`src/rtl/addr_stride_reg_pkg.sv`:
```
// Shared types and defaults for the strided address register bank.
// Holds the step mode encodings and default widths.
package addr_stride_reg_pkg;

  localparam int DEF_AW  = 32;
  localparam int DEF_NCH = 4;
  localparam int DEF_SW  = 8;

  typedef enum logic [1:0] {
    MODE_SAT  = 2'b00,
    MODE_WRAP = 2'b01,
    MODE_FREE = 2'b10,
    MODE_RSVD = 2'b11
  } mode_e;

endpackage

```
`src/rtl/addr_chan.sv`:
```
// One address channel: base/cur/limit/stride/mode registers plus step logic.
// Ports: en_i selects this channel; wrap_o flags a wrapping step this cycle.
module addr_chan
  import addr_stride_reg_pkg::*;
#(
  parameter int AW = DEF_AW,
  parameter int SW = DEF_SW
) (
  input  logic          clk,
  input  logic          rst,
  input  logic          en_i,
  input  logic          we_ar_i,
  input  logic          we_lim_i,
  input  logic          inc_i,
  input  logic [AW-1:0] addr_i,
  input  logic [SW-1:0] stride_i,
  input  logic [1:0]    mode_i,
  input  logic [AW-1:0] limit_i,
  output logic [AW-1:0] cur_o,
  output logic          at_limit_o,
  output logic          wrap_o
);

  logic [AW-1:0] cur_q, cur_d;
  logic [AW-1:0] base_q, base_d;
  logic [AW-1:0] lim_q, lim_d;
  logic [SW-1:0] stride_q, stride_d;
  mode_e         mode_q, mode_d;

  logic          ld;
  logic          step;
  logic [AW:0]   sum;
  logic          ovf;

  assign ld   = en_i & we_ar_i;
  // A load in the same cycle suppresses the step.
  assign step = en_i & inc_i & ~we_ar_i;
  assign sum  = {1'b0, cur_q} + {{(AW+1-SW){1'b0}}, stride_q};
  assign ovf  = sum[AW] | (sum[AW-1:0] > lim_q);

  always_comb begin
    cur_d    = cur_q;
    base_d   = base_q;
    lim_d    = lim_q;
    stride_d = stride_q;
    mode_d   = mode_q;
    wrap_o   = 1'b0;
    if (ld) begin
      cur_d    = addr_i;
      base_d   = addr_i;
      stride_d = stride_i;
      mode_d   = mode_e'(mode_i);
    end else if (step && stride_q != '0) begin
      unique case (mode_q)
        MODE_SAT: begin
          cur_d  = ovf ? lim_q : sum[AW-1:0];
          wrap_o = ovf;
        end
        MODE_WRAP: begin
          cur_d  = ovf ? base_q : sum[AW-1:0];
          wrap_o = ovf;
        end
        MODE_FREE, MODE_RSVD: begin
          cur_d  = sum[AW-1:0];
          wrap_o = sum[AW];
        end
      endcase
    end
    // Step above already used the old limit.
    if (en_i && we_lim_i) lim_d = limit_i;
  end

  always_ff @(posedge clk or posedge rst) begin
    if (rst) begin
      cur_q    <= '0;
      base_q   <= '0;
      lim_q    <= '1;
      stride_q <= SW'(1);
      mode_q   <= MODE_FREE;
    end else begin
      cur_q    <= cur_d;
      base_q   <= base_d;
      lim_q    <= lim_d;
      stride_q <= stride_d;
      mode_q   <= mode_d;
    end
  end

  assign cur_o      = cur_q;
  assign at_limit_o = (cur_q == lim_q);

endmodule

```
`src/rtl/addr_stride_reg.sv`:
```
// Bank of NCH strided address channels selected by ch_sel.
// Ports: load/limit/inc controls in; selected addr, all addrs, limit flags, wrap pulse out.
module addr_stride_reg
  import addr_stride_reg_pkg::*;
#(
  parameter int AW  = DEF_AW,
  parameter int NCH = DEF_NCH,
  parameter int SW  = DEF_SW,
  localparam int CW = $clog2(NCH)
) (
  input  logic              clk,
  input  logic              rst,
  input  logic [CW-1:0]     ch_sel,
  input  logic              we_AR,
  input  logic [AW-1:0]     i_addr,
  input  logic [SW-1:0]     i_stride,
  input  logic [1:0]        i_mode,
  input  logic              we_LIM,
  input  logic [AW-1:0]     i_limit,
  input  logic              inc,
  output logic [AW-1:0]     o_addr,
  output logic [NCH*AW-1:0] o_addr_all,
  output logic [NCH-1:0]    o_at_limit,
  output logic              o_wrap
);

  logic [NCH-1:0] en;
  logic [NCH-1:0] wrap_vec;
  logic [AW-1:0]  cur [NCH];
  logic           wrap_q;

  always_comb begin
    en = '0;
    for (int k = 0; k < NCH; k++) en[k] = (ch_sel == CW'(k));
  end

  for (genvar k = 0; k < NCH; k++) begin : g_ch
    addr_chan #(
      .AW(AW),
      .SW(SW)
    ) u_chan (
      .clk       (clk),
      .rst       (rst),
      .en_i      (en[k]),
      .we_ar_i   (we_AR),
      .we_lim_i  (we_LIM),
      .inc_i     (inc),
      .addr_i    (i_addr),
      .stride_i  (i_stride),
      .mode_i    (i_mode),
      .limit_i   (i_limit),
      .cur_o     (cur[k]),
      .at_limit_o(o_at_limit[k]),
      .wrap_o    (wrap_vec[k])
    );
    assign o_addr_all[k*AW +: AW] = cur[k];
  end

  always_ff @(posedge clk or posedge rst) begin
    if (rst) wrap_q <= 1'b0;
    else     wrap_q <= |wrap_vec;
  end

  assign o_addr = cur[ch_sel];
  assign o_wrap = wrap_q;

endmodule

```
`config.mk`:
```
export PLATFORM = sky130hd
export DESIGN_NAME = addr_stride_reg
export DESIGN_NICKNAME = d
export VERILOG_FILES = /design/src/rtl/addr_stride_reg_pkg.sv /design/src/rtl/addr_chan.sv /design/src/rtl/addr_stride_reg.sv
export SDC_FILE = /design/constraint.sdc
export NUM_CORES = 2
export LEC_CHECK = 0
export CAP_MARGIN = 20
export CORE_ASPECT_RATIO = 0.75
export CORE_MARGIN = 2
export CORE_UTILIZATION = 59
export CTS_CLUSTER_DIAMETER = 150
export DETAILED_ROUTE_END_ITERATION = 16
export GPL_ROUTABILITY_DRIVEN = 0
export PLACE_DENSITY = 0.81
export SETUP_SLACK_MARGIN = 0.05
export SLEW_MARGIN = 40
export SYNTH_ARGS = -nofsm -noshare
export SYNTH_HDL_FRONTEND = slang
export SYNTH_HIERARCHICAL = 1
export SYNTH_SLANG_ARGS = --single-unit
```
`constraint.sdc`:
```
create_clock -name clk -period 5.7 [get_ports clk]
set_input_delay 0.57 -clock clk [delete_from_list [all_inputs] [get_ports clk]]
set_output_delay 0.57 -clock clk [all_outputs]
set_load 0.1 [all_outputs]
```
==> flow_summary_export.csv <==
group,metric,value,unit
outcome,status,"finished, final reports clean",
synthesis,synth_compound_area_share,11.4,%
floorplanning,die_area,49500,µm²
layout,final_layout_size_suffix_gt1_share,19.6,%
synthesis,yosys_most_used_dff,"dfrtp_1",
cts,clk_latency,0.63,ns
layout,syn_to_final_growth,13.5,%
synthesis,yosys.area_share.xor_xnor,7.60,%
routing,drc,0,
place,placedInstanceArea,30400,µm²
cts,clockBufferDepth,3,
timing,timing.final.crit_period,5.45,ns
layout,final_common_cell,"nand2_1",
timing,tns,0,ns
timing,worstMarginPinSlew,0.997,ns
pwr,swShare,51.3,%
synthesis,ys.warnings.count,6,
synthesis,synth_area,28100,µm²
setup_path,cp-end-kind,"flip-flop",
pwr,p_leak,15.3,nW
layout,final_nets,3517,
place,dp_slack,0.366,ns
timing,slew_headroom,33.3,%
floorplanning,die_y,193,µm
setup_path,cp_data_required_time,6.19,ns
cts,htree_levels,2,
timing,drv_slew,0,
routing,drt_iter0_drc,4060,
synthesis,synthArstFlopShare,100,%
timing,period_share,95.6,%
synthesis,synth-edff-count,0,
place,portBuffers,245,
cts,clockRootBuffer,"clkbuf_16",
routing,first_pass_iters,9,
global_routing,grt_pass1_wl,167000,µm
floorplanning,core_area,47200,µm²
min_path,hp-class,"in2reg",
cts,cts_tree,"done",
synthesis,synth_fa_ha_area_share,7.40,%
setup_path,cp_data_arrival_time,5.93,ns
routing,vias,27200,
setup_path,path_max_fanout,10,
setup_path,reg2reg_setup_slack,0.25,ns
routing,viasPerCell,6.84,
setup_path,crit_type,"reg2reg",
global_routing,antenna_found_initial,19,
global_routing,grt_pass1_vias,25700,
floorplanning,die_w,256,µm
layout,layout_common_cells,"nand2_1 (773), dfrtp_1 (286), ha_1 (160)",
pwr,ir_worst_vdd,0.629,mV
cts,cts_buffers,45,
timing,finalClockSkew,0.0212,ns
setup_path,startpoint_type,"flip-flop",
pwr,clockPowerShare,18.8,%
global_routing,grt_max_degree,70,
place,hpwl,83800,µm
pwr,power_frac_comb,49.7,%
cts,clkTransAtPathRegs,0.07,ns
synthesis,synthSimpleGateAreaFrac,17.9,%
timing,hold_ws,0.413,ns
run,maxCapViolCount,0,
layout,final_area,31900,µm²
floorplanning,rows,69,
timing,hold_violations,0,
synthesis,postSynthCellCount,3060,
timing,maxClockFrequency,184,MHz
routing,ant_nets,0,
routing,drt_wl_total,116000,µm
global_routing,grt_use_total,46.2,%
timing,rsz0062_at_grt,"no",
floorplanning,pin_count,246,
pwr,power.switching,0.00821,W
synthesis,ys_seq_area_share,38.4,%
timing,setup_ws,0.253,ns
pwr,pwr_density_cell,501,nW/µm²
synthesis,synth_top_family_by_area,"simple AND/OR/NAND/NOR gates",
synthesis,yosysUniqueCellTypes,79,
synthesis,ys_ff_latch,425,
synthesis,synth_mux_area_share,12.2,%
synthesis,syn_area_per_cell,9.19,µm²
pwr,power_frac_seq,31.5,%
global_routing,overflow,0,
timing,finalSetupViolCount,0,
pwr,p_int,0.00779,W
pwr,p_total,0.0160,W
synthesis,synth_nets,3305,
routing,post_drt_wl_per_cell,29.2,µm
cts,clkSinkCount,425,
floorplanning,initial_utilization,59.6,%
[Yosys cell counts, drive strengths merged (15+ instances only)]
library cell,n,area [µm²]
mux2i,121,1210
nand4,72,463
clkbuf,89,337
buf,58,455
dfstp,136,3570
a211oi,17,133
o211ai,95,718
nand2,776,2910
mux4,32,736
nor2,62,240
xor2,154,1350
a21oi,77,389
nor3,34,180
dfrtp,289,7230
o21ai,171,867
a21o,23,173
and3,15,93.8
inv,160,601
a21boi,16,120
xnor2,90,788
ha,160,2000
nor4,49,319
a22oi,28,210
mux2,132,1490
and2,15,95.1
nand3,49,250
[layout make-up]
| class | count | area [µm²] |
|---|---|---|
| Clock inverter | 15 | 108 |
| Inverter | 160 | 618 |
| Multi-Input combinational cell | 2326 | 16000 |
| Timing Repair Buffer | 314 | 2200 |
| Antenna cell | 29 | 72.6 |
| Tap cell | 639 | 800 |
| Sequential cell | 425 | 10800 |
| Clock buffer | 69 | 1350 |
| Fill cell | 3672 | 15300 |
[metal layers]
metal | global-route usage (%) | up-vias | wire [µm]
li1 | - | 11200 | -
met1 | 57.0 | 12900 | 39600
met2 | 59.4 | 2450 | 42700
met3 | 26.2 | 635 | 23200
met4 | 33.3 | 20 | 10200
met5 | 5.36 | - | 439
[kinds of logic after synthesis]
logic type	Yosys count
simple gates	1136
flops	425
xor+xnor	244
fa+ha+maj	164
mux	285
compound gates	497
buf+inv	309
[final timing paths]
check	cells after the start	start	to
min reg2reg	2	g_ch[3].u_chan/base_q[17]	g_ch[3].u_chan/base_q[17]
min in group asynchronous	2	rst	o_wrap
max	19	g_ch[1].u_chan/cur_o[0]	g_ch[1].u_chan/cur_o[13]
max in group asynchronous	3	rst	g_ch[2].u_chan/base_q[18]
min	3	i_addr[8]	g_ch[0].u_chan/base_q[8]
max reg2reg	19	g_ch[1].u_chan/cur_o[0]	g_ch[1].u_chan/cur_o[13]
[flip-flops by register name (all words and copies together), names as in the netlist]
name	cells
g_ch.u_chan/stride_q	32
g_ch.u_chan/mode_q	8
g_ch.u_chan/cur_o	128
g_ch.u_chan/base_q	128
o_wrap	1
g_ch.u_chan/lim_q	128
[power groups by stage]
stage	combinational [W]	clock, W	sequential [W]
after CTS	0.00771	0.00300	0.00489
after floorplan	0.00416	0	0.00618
after global placement	0.00767	0	0.00490
after global routing	0.00831	0.00313	0.00501
final	0.00795	0.00301	0.00504
after detailed placement	0.00766	0	0.00493
[through the flow]
| stage | cells | utilization, % |
|---|---|---|
| 6_report | 3977 | 67.6 |
| 5_1_grt | 3951 | 67.5 |
| 4_1_cts | 3948 | 67.5 |
| 3_5_place_dp | 3864 | 64.4 |
| 3_3_place_gp | 3858 | 65.8 |
| 2_1_floorplan | 3060 | - |
[critical path, cell delays in order (launching register included)]
cell and delay, ns:
dfrtp_1 0.54, ha_1 0.33, a211oi_1 0.32, o21ai_0 0.21, a41oi_1 0.25, buf_4 0.19, nand2b_1 0.32, nor3_1 0.11
xnor2_1 0.30, inv_1 0.08, ha_1 0.32, nand4_1 0.19, or4_1 0.63, nor3_1 0.35, o21ai_1 0.21, o311ai_4 0.19
buf_6 0.21, buf_4 0.23, mux2i_1 0.23, o211ai_1 0.11
[repair_timing]
action,in CTS,in global routing
endpoints found under the setup margin,0,10
setup buffers,0,0
gates resized for setup,0,3
hold buffers,0,0
No activity file was read; power rests on OpenSTA's default activity.
